==> src/rtl/uart_tx_arbiter.sv <==
// rtl/uart_tx_arbiter.sv - round-robin arbiter sharing one uart_tx among N_REQ byte requesters
module uart_tx_arbiter #(
  parameter int N_REQ    = 4,
  parameter int TO_WIDTH = 22
) (
  input  logic                       clk,
  input  logic                       rst,
  input  logic [N_REQ-1:0]           req,
  input  logic [8*N_REQ-1:0]         req_data,
  output logic [N_REQ-1:0]           ack,
  output logic [N_REQ-1:0]           done,
  output logic [7:0]                 tx_data,
  output logic                       tx_send,
  input  logic                       tx_ready,
  output logic                       busy,
  output logic [$clog2(N_REQ)-1:0]   owner,
  output logic                       timeout_err,
  input  logic                       clear_err
);

  localparam int OW = $clog2(N_REQ);
  localparam int PW = OW + 1;
  // One short of all-ones: the edge that takes the counter to all-ones is the timeout edge.
  localparam logic [TO_WIDTH-1:0] WD_LAST = {{(TO_WIDTH-1){1'b1}}, 1'b0};

  typedef enum logic [1:0] {IDLE, SEND, BUSY} state_t;

  state_t              state_q, state_d;
  logic                rdy_m, rdy_s;
  logic [OW-1:0]       ptr;
  logic [TO_WIDTH-1:0] wd_cnt;
  logic                wd_hit;
  logic [PW-1:0]       pos;
  logic                win_found;
  logic [OW-1:0]       win_idx;
  logic                grant, accept, finish, tmo;
  logic                send_d, busy_d;
  logic [N_REQ-1:0]    ack_d, done_d;

  // Bring tx_ready from the transmitter's clock domain into clk.
  always_ff @(posedge clk or negedge rst) begin
    if (!rst) begin
      rdy_m <= 1'b0;
      rdy_s <= 1'b0;
    end else begin
      rdy_m <= tx_ready;
      rdy_s <= rdy_m;
    end
  end

  // Circular search from ptr+1; scanning downward lets the nearest set request win last.
  always_comb begin
    win_found = 1'b0;
    win_idx   = '0;
    pos       = '0;
    for (int k = N_REQ; k >= 1; k--) begin
      pos = {1'b0, ptr} + PW'(k);
      if (pos >= PW'(N_REQ)) pos = pos - PW'(N_REQ);
      if (req[pos[OW-1:0]]) begin
        win_found = 1'b1;
        win_idx   = pos[OW-1:0];
      end
    end
  end

  assign wd_hit = (wd_cnt == WD_LAST);

  // FSM state register.
  always_ff @(posedge clk or negedge rst) begin
    if (!rst) state_q <= IDLE;
    else      state_q <= state_d;
  end

  // Next state and frame events; transmitter progress takes priority over the watchdog.
  always_comb begin
    state_d = state_q;
    grant   = 1'b0;
    accept  = 1'b0;
    finish  = 1'b0;
    tmo     = 1'b0;
    case (state_q)
      IDLE: if (rdy_s && win_found) begin
        grant   = 1'b1;
        state_d = SEND;
      end
      SEND: if (!rdy_s) begin
        accept  = 1'b1;
        state_d = BUSY;
      end else if (wd_hit) begin
        tmo     = 1'b1;
        state_d = IDLE;
      end
      BUSY: if (rdy_s) begin
        finish  = 1'b1;
        state_d = IDLE;
      end else if (wd_hit) begin
        tmo     = 1'b1;
        state_d = IDLE;
      end
      default: state_d = IDLE;
    endcase
  end

  // Next values of the registered handshake and status outputs.
  always_comb begin
    send_d = (state_d == SEND);
    busy_d = (state_d != IDLE);
    ack_d  = accept ? (N_REQ'(1) << owner) : '0;
    done_d = finish ? (N_REQ'(1) << owner) : '0;
  end

  // Output registers, captured request, watchdog, pointer and sticky error.
  always_ff @(posedge clk or negedge rst) begin
    if (!rst) begin
      tx_send     <= 1'b0;
      busy        <= 1'b0;
      ack         <= '0;
      done        <= '0;
      owner       <= '0;
      tx_data     <= '0;
      wd_cnt      <= '0;
      ptr         <= OW'(N_REQ - 1);
      timeout_err <= 1'b0;
    end else begin
      tx_send <= send_d;
      busy    <= busy_d;
      ack     <= ack_d;
      done    <= done_d;
      if (grant) begin
        owner   <= win_idx;
        tx_data <= req_data[{win_idx, 3'b000} +: 8];
      end
      if (grant)                 wd_cnt <= '0;
      else if (state_q != IDLE)  wd_cnt <= wd_cnt + TO_WIDTH'(1);
      if (finish || tmo) ptr <= owner;
      if (tmo)            timeout_err <= 1'b1;
      else if (clear_err) timeout_err <= 1'b0;
    end
  end

endmodule

==> config.mk <==
export PLATFORM = sky130hd
export DESIGN_NAME = uart_tx_arbiter
export DESIGN_NICKNAME = d
export VERILOG_FILES = /design/src/rtl/uart_tx_arbiter.sv
export SDC_FILE = /design/constraint.sdc
export NUM_CORES = 1
export LEC_CHECK = 0
export BUFFER_PORTS_ARGS = -buffer_cell sky130_fd_sc_hd__buf_4
export CAP_MARGIN = 15
export CORE_MARGIN = 2
export CORE_UTILIZATION = 45
export CTS_CLUSTER_DIAMETER = 100
export DETAILED_ROUTE_END_ITERATION = 10
export PLACE_DENSITY = 0.72
export SYNTH_ARGS = -nofsm -noshare
export SYNTH_HDL_FRONTEND = slang
export SYNTH_SLANG_ARGS = --single-unit
==> constraint.sdc <==
create_clock -name clk -period 2 [get_ports clk]
set_clock_uncertainty 0.2 [all_clocks]
set_input_delay 0.4 -clock clk [delete_from_list [all_inputs] [get_ports clk]]
set_output_delay 0.4 -clock clk [all_outputs]
set_load 0.01 [all_outputs]
Word level (Yosys, flattened, before mapping)
Index checks and enable logic that the tools add are counted.
{ "classes": {"add_sub_neg": 9, "magnitude_cmp": 8, "eq_ne": 4, "shift": 2, "mux": 41, "n_reduce_logical": 7} }
{ "ops": {"columns": ["cell", "n"], "rows": [
  ["2-to-1 mux 22 bit", 2],
  ["variable part select 32 x 6 -> 8 bit", 1],
  ["2-to-1 mux 2 bit", 12],
  ["adder 22 x 1 -> 22 bit, second input constant", 1],
  ["== test 22 bit, second input constant", 1],
  ["2-to-1 mux 1 bit", 19],
  ["greater-or-equal comparator 3 bit, second input constant", 4],
  ["less-than comparator 2 x 3 -> 1 bit, second input constant", 4],
  ["binary-select mux 1 bit (select 2 bit)", 4],
  ["2-to-1 mux 4 bit", 2],
  ["nonzero test 2 bit", 4],
  ["subtractor 2 x 1 -> 2 bit, second input constant", 4],
  ["adder 2 x 2 -> 3 bit, second input constant", 2],
  ["one-hot mux 2 bit (3 select lines)", 1],
  ["== test 2 x 1 -> 1 bit, second input constant", 2],
  ["left shift 1 x 2 -> 4 bit, first input constant", 1],
  ["adder 2 x 1 -> 3 bit, second input constant", 1],
  ["adder 2 x 3 -> 3 bit, second input constant", 1],
  ["== test 2 bit, second input constant", 1],
  ["logical NOT 2 bit", 1],
  ["one-hot mux 1 bit (2 select lines)", 1],
  ["logical AND 1 bit", 1],
  ["logical OR 1 bit", 1]
]} }
{ "word_totals": {"regBits": 49, "wordCells": 83} }

Logic depth before layout (Yosys ltp)
{ "logic_depth": {"ltp_word": 13, "mapped_depth": 8, "depth_no_buf": 7} }

Worst setup path after synthesis
No wires, ideal clock.
{ "synth_path": {"path_type": "reg2reg", "from": "register state_q[0]", "to": "register wd_cnt[21]", "setup_ns": 0.123, "arrival_time_ns": 1.756, "required_time_ns": 1.677, "path_slack_ns": -0.080, "path_stages_with_launch": 9, "n_path_buf": 1, "synth_period_minus_slack_ns": 2.080, "path_cell_list": "dfrtp_1 inv_1 ha_1 clkbuf_1 and3b_1 nand3_1 nor2_1 nand4_1 mux2i_1"} }
{ "synth_via": {"elab_chain_cells": 3} }
{ "synth_rtl": {"columns": ["element", "line", "rtl"], "rows": [
  ["start, declared", "28", "state_t state_q, state_d;"],
  ["start signal, assigned", "71", "else state_q <= state_d;"],
  ["logical NOT 2 bit", "81", "case (state_q)"],
  ["2-to-1 mux 1 bit", "81", null],
  ["2-to-1 mux 22 bit / nonzero test 2 bit (equally long branches)", null, null],
  ["end signal, assigned", "134", "else if (state_q != IDLE) wd_cnt <= wd_cnt + TO_WIDTH'(1);"],
  ["end, declared", "31", "logic [TO_WIDTH-1:0] wd_cnt;"]
]} }
Several ways; a longest one is shown, not always the timed one.
A chain may end at the register's enable or synchronous reset.

Worst setup path after layout
{ "layout_path": {"from": "register wd_cnt[9]", "to": "register tx_send"} }
{ "layout_via": {"elab_chain_cells": 5} }
{ "layout_rtl": {"columns": ["element", "line", "rtl"], "rows": [
  ["== test 22 bit (*)", "66", "assign wd_hit = (wd_cnt == WD_LAST);"],
  ["2-to-1 mux 2 bit (*)", "89, 96", null],
  ["2-to-1 mux 2 bit (on tied branches)", "93, 86", null],
  ["one-hot mux 2 bit (3 select lines) (*)", "81", null],
  ["== test 2 x 1 -> 1 bit (*)", "106", "send_d = (state_d == SEND);"],
  ["via send_d", "37", "logic send_d, busy_d;"],
  ["end signal, assigned", "125", "tx_send <= send_d;"],
  ["end, declared", "13", "output logic tx_send,"]
]} }
The timed path passes the listed nets; every way through them passes the cells marked *.

==> flow_summary.toml <==
[worst_setup_path]
required_ps = 2020
cp-end-kind = "register"
worstPathArrival_ps = 1930
path_class = "register to register"
r2r_cells = 6
startpoint_type = "register"
crit_fanout = 4

[layout]
nFillCells = 472
drive_gt1_share_pct = 33.3
area_growth_pct = 35.8
final_cells = 414
antenna_cells = 0
nets = 388

[drt]
via_count = 2151
route.detailed.drc = 0
wl_met2_mm = 2.45
drt-wirelength-per-cell_um = 12.6
ant_nets = 0
first_iter_violations = 56
drt-met1-wl_mm = 2.31
viasPerCell = 5.20
wl_met3_um = 375
dr.pass1.iters = 4
routed_wl_mm = 5.24
routed.top_layer = "met4"

[cts]
worst_setup_hold_path_clk_slew_ps = 80
clk_latency_ps = 300
cts_root_buf = "clkbuf_8"
cts_buffers = 5
cts_tree = "done"
clock-sinks = 49
cts_max_path_buffers = 2
htreeDepth = 2

[grt]
grt_pass1_vias = 2133
grt_overflow = 0
grt_max_degree = 50
grt_pass1_wl_mm = 9.14
grt_usage_pct = 18.6
antenna_found_initial = 0

[timing]
fin_ws_ps = 89.8
fmax_mhz = 524
hold-worst-slack_ps = 82.0
finalSetupViolCount = 0
slew_violations = 0
rsz0062_at_grt = "yes"
tightestPinTransition_ps = 588
min_period_ps = 1910
slew_headroom_pct = 60.8
hold_viol = 0
period_share_pct = 95.5

[job]
drv_cap = 0

[logic_synthesis]
synthCells = 253
yosysTopAreaCellShare_pct = 47.0
synth-seq-area-share_pct = 49.1
synth-edff-count = 0
synth_nets = 299
ys_async_sr_fraction_pct = 100
synthesis.area_um2 = 2500
ys_top_cells_by_area = "dfrtp_1 (47%), mux2i_1 (6.4%), a211oi_1 (4.8%)"
ys_seq_elements = 49
synth_flop_cell = "dfrtp_1"
avgSynthCellArea_um2 = 9.89
yosys_warnings = 0
synth_top_area_cell = "dfrtp_1"
ys_types = 43

[floorplan]
num_rows = 27
initial_utilization_pct = 46.0
die_w_um = 78.6
coreArea_um2 = 5440
die_area_um2 = 6170
io_pins = 61
die_h_um = 78.6

[power]
p_total_uw = 3370
ir_worst_vdd_uv = 660
power_density_nw_per_um2 = 991
p_leak_uw = 0.00168

[place]
dp.cells = 400
dp_hpwl_mm = 3.98
port_buffers = 60
place_ws_ps = -94.5
gp_congestion = 0.795

[hold_path]
holdCritPathClass = "input port to register"
worstHoldPathCells = 2

[outcome]
status = "finished clean"
## per-layer routing
| layer | vias up | global-route usage (%) |
|---|---|---|
| li1 | 1078 | - |
| met1 | 997 | 22.5 |
| met2 | 67 | 30.7 |
| met3 | 9 | 5.75 |
| met4 | 0 | 7.72 |
| met5 | - | 0 |
## worst paths after layout
path,startpoint,to,slack [ps]
max reg2reg,wd_cnt[9],tx_send,90
max in group asynchronous,rst,tx_data[4],760
min,clear_err,timeout_err,80
max,wd_cnt[9],tx_send,90
min in group asynchronous,rst,timeout_err,450
min reg2reg,rdy_m,rdy_s,160
## flip-flops by register name, summed over array words and instances (netlist names), 2 cells and up
| register | count |
|---|---|
| ack | 4 |
| done | 4 |
| owner | 2 |
| ptr | 2 |
| state_q | 2 |
| tx_data | 8 |
| wd_cnt | 22 |
## placed cells by master (no fill, tap or decap), types with 2 or more instances in the layout
| cell type | n |
|---|---|
| nand2b_1 | 7 |
| nor2_1 | 23 |
| xnor2_1 | 2 |
| a31oi_1 | 10 |
| dfstp_2 | 2 |
| nor2b_1 | 3 |
| dfrtp_1 | 47 |
| nand3_1 | 17 |
| inv_1 | 14 |
| dlygate4sd3_1 | 2 |
| clkbuf_8 | 6 |
| nand2_1 | 21 |
| mux2_1 | 2 |
| nor3_1 | 2 |
| o31ai_1 | 2 |
| ha_1 | 5 |
| and4_1 | 2 |
| a211oi_1 | 16 |
| and3_1 | 4 |
| o21ai_0 | 13 |
| mux2i_1 | 16 |
| buf_4 | 88 |
| buf_12 | 2 |
| nand4_1 | 6 |
| o211ai_1 | 2 |
## Yosys cell counts, types with 2 or more instances
cell      number
clkbuf_1       4
nor3b_1        2
nand4_1        6
o21ai_0       13
dfrtp_1       47
inv_1         14
mux2_1         2
nor3_1         3
nor2_1        25
a211oi_1      16
nand3_1       18
buf_2          4
a21oi_1        2
nand2b_1       8
mux2i_1       16
o31ai_1        2
a31oi_1       10
xnor2_1        2
buf_4          2
nand2_1       21
o211ai_1       2
and3_1         4
nor2b_1        3
and4_1         2
dfstp_2        2
ha_1           6
## report_power, final
group / switching [uW] / internal, uW
Clock: 303 / 273
Combinational: 706 / 704
Sequential: 168 / 1210
Total: 1180 / 2190
## layout make-up
cell class	instances	area (um2)	share of cell area (%)
tap	72	90.1	2.65
clock buffer	6	82.6	2.43
sequential	49	1230	36.2
multi-input combinational	180	1210	35.8
timing repair buffer	92	721	21.2
inverter	14	52.6	1.55
clock inverter	1	7.51	0.221
## cell families after synthesis
group / count (synthesis) / share of synthesized area (%)
xor+xnor: 3 / 1.05
fa+ha+maj: 6 / 3.00
buf+inv: 24 / 4.10
mux: 18 / 7.30
compound gates: 52 / 14.0
flops: 49 / 49.1
simple gates: 101 / 21.4
## stage by stage
| stage | area, um2 | utilization (%) | setup TNS, ps |
|---|---|---|---|
| after floorplan | 2510 | - | -0.585 |
| after global placement | 3210 | 59.1 | -341 |
| after detailed placement | 3210 | 59.1 | -708 |
| after CTS | 3330 | 61.2 | 0 |
| after global routing | 3400 | 62.5 | -26.3 |
| final | 3400 | 62.5 | 0 |
## worst max-delay path, cell delays in order (launching register included)
cell     delay (ps)
dfrtp_1         400
nand3_2          90
or2_4           280
nor4b_4         360
buf_4           190
o21a_1          120
nor3b_2         190
## timing repair
action | in CTS | in global routing
setup endpoints to repair | 9 | 26
buffers inserted | 0 | 5
gates resized for setup | 2 | 6
pin swaps | 1 | 4
hold buffers | 2 | 0
endpoints found under the hold margin | 48 | 0
(Power assumes the default switching activity.)
